$ cat config.mk
export PLATFORM = sky130hd
export DESIGN_NAME = pipelined_cla_subtractor
export DESIGN_NICKNAME = d
export VERILOG_FILES = /design/src/rtl/pipelined_cla_subtractor_pkg.sv /design/src/rtl/cla_group4.sv /design/src/rtl/pipelined_cla_subtractor.sv
export SDC_FILE = /design/constraint.sdc
export NUM_CORES = 1
export LEC_CHECK = 0
export CORE_MARGIN = 2
export CORE_UTILIZATION = 51
export DETAILED_ROUTE_END_ITERATION = 8
export PLACE_DENSITY = 0.87
export SLEW_MARGIN = 20
export SYNTH_ARGS = -nofsm -noshare
export SYNTH_HDL_FRONTEND = slang
export SYNTH_HIERARCHICAL = 1
export SYNTH_SLANG_ARGS = --single-unit
$ cat constraint.sdc
create_clock -name clk -period 3.1 [get_ports clk]
set_clock_uncertainty 0.05 [all_clocks]
set_input_delay 0.775 -clock clk [delete_from_list [all_inputs] [get_ports clk]]
set_output_delay 0.775 -clock clk [all_outputs]
set_load 0.03 [all_outputs]
$ cat src/rtl/pipelined_cla_subtractor_pkg.sv
// Shared constants for the pipelined carry-look-ahead subtractor.
package pipelined_cla_subtractor_pkg;
    localparam int DATA_WIDTH = 32;  // default operand width
    localparam int GROUP_W    = 4;   // bits per look-ahead group
    localparam int HALVES     = 2;   // one half per pipeline stage
endpackage

$ cat src/rtl/cla_group4.sv
// Combinational 4-bit carry-look-ahead group: sum plus group propagate/generate.
module cla_group4
    import pipelined_cla_subtractor_pkg::*;
(
    input  logic [GROUP_W-1:0] a,
    input  logic [GROUP_W-1:0] b,
    input  logic               cin,
    output logic [GROUP_W-1:0] s,
    output logic               p,
    output logic               g,
    output logic               cout
);
    logic [GROUP_W-1:0] bp;
    logic [GROUP_W-1:0] bg;
    logic [GROUP_W-1:0] c;

    assign bp = a ^ b;
    assign bg = a & b;

    // Bit carries as flat sum-of-products, no ripple inside the group.
    assign c[0] = cin;
    assign c[1] = bg[0] | (bp[0] & cin);
    assign c[2] = bg[1] | (bp[1] & bg[0]) | (bp[1] & bp[0] & cin);
    assign c[3] = bg[2] | (bp[2] & bg[1]) | (bp[2] & bp[1] & bg[0])
                | (bp[2] & bp[1] & bp[0] & cin);

    assign g    = bg[3] | (bp[3] & bg[2]) | (bp[3] & bp[2] & bg[1])
                | (bp[3] & bp[2] & bp[1] & bg[0]);
    assign p    = &bp;
    assign cout = g | (p & cin);
    assign s    = bp ^ c;
endmodule

$ cat src/rtl/pipelined_cla_subtractor.sv
// Two-stage pipelined carry-look-ahead subtractor: diff = in1 - in2 - borrow_in.
// Computed as in1 + ~in2 + ~borrow_in; stage 1 does the low half, stage 2 the
// high half from the registered half carry. Valid/ready on both sides.
// Optional: define SUB_FLAGS_EN to add registered overflow and zero outputs.
module pipelined_cla_subtractor
    import pipelined_cla_subtractor_pkg::*;
#(
    parameter int data_width = DATA_WIDTH
) (
    input  logic                  clk,
    input  logic                  rst,
    input  logic                  in_valid,
    output logic                  in_ready,
    input  logic [data_width-1:0] in1,
    input  logic [data_width-1:0] in2,
    input  logic                  borrow_in,
    output logic                  out_valid,
    input  logic                  out_ready,
    output logic [data_width-1:0] diff,
    output logic                  borrow_out
`ifdef SUB_FLAGS_EN
    ,
    output logic                  overflow,
    output logic                  zero
`endif
);
    localparam int HALF_W = data_width / HALVES;
    localparam int NG     = HALF_W / GROUP_W;

    // Stage-1 register contents: finished low half plus what the high half needs.
    typedef struct packed {
        logic [HALF_W-1:0] lo_diff;
        logic              carry;
        logic [HALF_W-1:0] hi_a;
        logic [HALF_W-1:0] hi_b;   // already inverted subtrahend
    } s1_t;

    s1_t  s1;
    logic s1_valid;
    logic accept;
    logic s2_load;

    logic [HALVES-1:0][HALF_W-1:0] half_a;
    logic [HALVES-1:0][HALF_W-1:0] half_b;
    logic [HALVES-1:0][HALF_W-1:0] half_s;
    logic [HALVES-1:0]             half_cin;
    logic [HALVES-1:0]             half_cout;
    logic [data_width-1:0]         full_diff;

    // Half 0 works on live inputs, half 1 on the stage-1 registers.
    assign half_a[0]   = in1[HALF_W-1:0];
    assign half_b[0]   = ~in2[HALF_W-1:0];
    assign half_cin[0] = ~borrow_in;
    assign half_a[1]   = s1.hi_a;
    assign half_b[1]   = s1.hi_b;
    assign half_cin[1] = s1.carry;

    for (genvar h = 0; h < HALVES; h++) begin : g_half
        logic [NG-1:0] gp;
        logic [NG-1:0] gg;
        logic [NG-1:0] cout_unused;  // group carries come from the second level
        logic [NG:0]   gc;

        for (genvar i = 0; i < NG; i++) begin : g_grp
            cla_group4 u_grp (
                .a    (half_a[h][i*GROUP_W +: GROUP_W]),
                .b    (half_b[h][i*GROUP_W +: GROUP_W]),
                .cin  (gc[i]),
                .s    (half_s[h][i*GROUP_W +: GROUP_W]),
                .p    (gp[i]),
                .g    (gg[i]),
                .cout (cout_unused[i])
            );
        end

        // Second-level look-ahead: each group carry-in as a flat OR of G/P terms.
        always_comb begin
            logic acc;
            logic term;
            gc    = '0;
            gc[0] = half_cin[h];
            for (int i = 0; i < NG; i++) begin
                acc = 1'b0;
                for (int j = 0; j <= i; j++) begin
                    term = gg[j];
                    for (int k = j + 1; k <= i; k++) term = term & gp[k];
                    acc = acc | term;
                end
                term = half_cin[h];
                for (int k = 0; k <= i; k++) term = term & gp[k];
                gc[i+1] = acc | term;
            end
        end

        assign half_cout[h] = gc[NG];
    end

    assign full_diff = {half_s[1], s1.lo_diff};
    assign in_ready  = ~s1_valid | ~out_valid | out_ready;
    assign accept    = in_valid & in_ready;
    assign s2_load   = s1_valid & (~out_valid | out_ready);

    // Stage 1: capture low-half result and the operands for the high half.
    always_ff @(posedge clk) begin
        if (rst) begin
            s1_valid <= 1'b0;
            s1       <= '0;
        end else if (accept) begin
            s1_valid   <= 1'b1;
            s1.lo_diff <= half_s[0];
            s1.carry   <= half_cout[0];
            s1.hi_a    <= in1[data_width-1:HALF_W];
            s1.hi_b    <= ~in2[data_width-1:HALF_W];
        end else if (s2_load) begin
            s1_valid <= 1'b0;
        end
    end

    // Stage 2: finish the high half; hold the result until the consumer takes it.
    always_ff @(posedge clk) begin
        if (rst) begin
            out_valid  <= 1'b0;
            diff       <= '0;
            borrow_out <= 1'b0;
`ifdef SUB_FLAGS_EN
            overflow   <= 1'b0;
            zero       <= 1'b0;
`endif
        end else if (s2_load) begin
            out_valid  <= 1'b1;
            diff       <= full_diff;
            borrow_out <= ~half_cout[1];
`ifdef SUB_FLAGS_EN
            // in2 sign is the inverse of the stored ~in2 MSB.
            overflow   <= (s1.hi_a[HALF_W-1] == s1.hi_b[HALF_W-1])
                        & (full_diff[data_width-1] != s1.hi_a[HALF_W-1]);
            zero       <= (full_diff == '0);
`endif
        end else if (out_ready) begin
            out_valid <= 1'b0;
        end
    end
endmodule

# Yosys cells after proc, flatten, opt, wreduce, memory -nomap -nowiden
# Cells that the tools add are included.
# classes
muxes	4
bitwise	259
reduce_logical	10
# ops
op	count
1-bit AND	134
1-bit bitwise OR	95
4-bit bitwise XOR	16
4-bit AND	8
16-bit NOT	2
4-bit AND reduction	8
1-bit two-way mux	4
1-bit NOT	4
2-bit nonzero test	2
# word_totals
ff_bits	84
inputBits	69
out_inout_bits	35
elab_cells	281

# Depth between registers and ports, before layout
# depth
word_depth	14
ltp_mapped	12
ltp_nobuf	12

# Cells and area by module
# Netlist, hierarchy kept.
# by_module_without_submodules
mod	instances	cells_each	area_per_inst_um2	seq_area_each_um2
pipelined_cla_subtractor	1	377	3074.2	1681.6
cla_group4 (g_half[0].g_grp[2].u_grp ...)	6	22	193.9	0.0
cla_group4 (g_half[0].g_grp[0].u_grp ...)	2	22	182.7	0.0

# Least setup slack after synthesis
# OpenSTA, ideal clock, no wires.
# synth_path
path_kind	input-to-reg
start	input in2[1]
end	register s1 (netlist bit full_diff[12])
setup_time_ns	0.070
arrival_ns	2.664
required_ns	2.980
path_slack_ns	0.315
path_stages	12
path_buffers	0
path_cell_list	inv_1 > ha_1 > a21oi_1 > o21bai_1 > a21o_1 > a21o_1 > a31o_2 > inv_1 > fa_1 > inv_1 > nand2_1 > a21oi_1
# synth_rtl
item	line	rtl
from (decl)	pipelined_cla_subtractor.sv:15	input logic [data_width-1:0] in2,
to (decl)	pipelined_cla_subtractor.sv:38	s1_t s1;

==> reports/results.ini <==
[synth]
avgSynthCellArea_sq_um = 8.34
synthCells = 545
ys.warnings.count = 6
synthesis.area_sq_um = 4540
syn-num-nets = 654

[drt]
drtPass1Iterations = 5
num_vias = 4121
dr.first_iter.drc_count = 129
routed_wirelength_mm = 11.2
drt.antenna.violating_nets = 0
routed_via_density = 5.32
wl_per_cell_um = 14.4
drc = 0

[cts]
postCtsSetupRepairBufs = 0
cts_made_buffers = 9
cts_tree = built
worstSkewPairLatency_ns = 0.35
cts.reportedPaths.clkPinSlew_ns = 0.10
htreeDepth = 3
cts_buffer_depth = 2
cts-resized-gates = 0
root_buffer = clkbuf_8
clock-sinks = 84
cts_hold_buf = 0

[layout]
seqCellArea_sq_um = 1680
postLayoutCoreUtil_pct = 69.2
nFillCells = 699
multi_input_area_sq_um = 2500
fin_nets = 770
stdcell_count = 774
num_antenna_cells = 0
synthToLayoutAreaGrowth_pct = 32.3
drive_gt1_share_pct = 12.9

[sta]
fin_crit_sh_pct = 95.3
tightest_slew_ns = 0.518
grt_setup_unrepaired = false
setup_viol = 0
max_slew_margin_pct = 65.4
maxSlewViolCount = 0
whs_ns = 0.407
finalWorstSetupSlack_ns = 0.146
period_needed_ns = 2.95
fmax_mhz = 339
hold_viol = 0

[critical_path]
r2r_slack_ns = 0.52
critical-path-slowest-cell = clkdlybuf4s50_1
cp_max_fo = 4
start_kind = input port
critPathKind = input port to register
required_ns = 3.33
path_common_cell = inv_1
critical-path-max-stage-delay_ns = 0.46
arrival_ns = 3.18
cp_cell_sequence = clkdlybuf4s50_1 -> inv_1 -> ha_1 -> a21oi_1 -> o21bai_1 -> a21o_1 -> a21o_1 -> a31o_2 -> inv_1 -> fa_1 -> inv_1 -> nand2_1 -> a21oi_1
end_kind = register

[placement]
gp_congestion = 0.910
dp.cells = 758
dpl.hpwl_mm = 8.31
port_buffers = 103
preCtsSetupSlack_ns = -0.211

[global_route]
grt_max_degree = 48
grt_overflow = 0
grtUsageTotal_pct = 23.6
grt_pass1_wl_mm = 18.8
antenna_found_initial = 0
grt_pass1_vias = 4193

[floorplanning]
core_sq_um = 8680
rows = 34
dieHeight_um = 98.4
ioPinCount = 104
start_util_pct = 52.4
die-area_sq_um = 9680
die_w_um = 98.4

[status]
status = complete, no violations

[power]
power_leakage_nw = 2.64
total_power_mw = 2.73
power_density_nw_per_um2 = 455
ir_drop_uv = 280

[min_path]
min_path_type = register to register

[run]
cap_violations = 0

## layer usage
| metal | vias to the layer above | share of wire, % | GRT usage [%] |
|---|---|---|---|
| li1 | 2034 | - | - |
| met1 | 1935 | 41 | 28.2 |
| met2 | 134 | 52 | 42.5 |
| met3 | 18 | 5.3 | 4.01 |
| met4 | 0 | 1.4 | 8.43 |
| met5 | - | 0 | 0 |
## final timing paths
check / from / endpoint / depth (start not counted)
hold reg to reg: full_diff[14]$_SDFFE_PP0P_ / diff[14]$_SDFFE_PP0P_ / 2
setup / recovery: in2[1] / full_diff[12]$_SDFFE_PP0P_ / 13
hold / removal: full_diff[14]$_SDFFE_PP0P_ / diff[14]$_SDFFE_PP0P_ / 2
setup reg to reg: half_a[17]$_SDFFE_PP0P_ / diff[28]$_SDFFE_PP0P_ / 11
## placed cells by master, fill, tap and decap left out, types with 2 or more instances in the layout
cell	n
ha_1	32
inv_1	60
a211oi_2	8
and4_2	8
clkbuf_8	9
nor2_1	17
a41oi_1	2
o21ai_2	8
a31o_2	2
a21oi_1	76
inv_6	3
a41oi_2	6
a21oi_2	6
nand2_1	131
clkdlybuf4s50_1	102
fa_1	8
a211oi_1	8
xor2_1	8
buf_4	28
a21o_1	22
o21bai_1	8
bufinv_16	2
dfxtp_1	84
xnor2_1	16
## flip-flops by register name, summed over array words and instances (netlist names)
signal,count
out_valid,1
g_half.gc,1
full_diff,16
half_b,16
half_a,16
diff,32
s1_valid,1
borrow_out,1
## where the power goes
| group | internal, mW | switching (mW) |
|---|---|---|
| registers | 1.15 | 0.0445 |
| clock network | 0.468 | 0.425 |
| logic | 0.311 | 0.336 |
| total | 1.93 | 0.806 |
## critical path: cells and delay by family
| kind | cells | cell delay, ns |
|---|---|---|
| adder cells (fa/ha/maj) | 2 | 0.68 |
| AND/OR/NAND/NOR | 1 | 0.04 |
| buffers and inverters | 4 | 0.63 |
| AO/OA/AOI/OAI | 6 | 1.05 |
## final cells by class
class	count	area share, %
Tap cell	108	2.25
Clock buffer	9	2.06
Timing Repair Buffer	131	20.6
Sequential cell	84	28.0
Inverter	60	3.75
Multi-Input combinational cell	375	41.6
Clock inverter	7	1.75
## stage by stage
step                      TNS [ns]  area (sq um)
after floorplan                  0          4540
after detailed placement     -1.03          5780
after CTS                        0          6010
after global routing             0          6010
final                            0          6010
after global placement      -0.500          5780
Note: power is estimated with default switching activity, not from simulation.
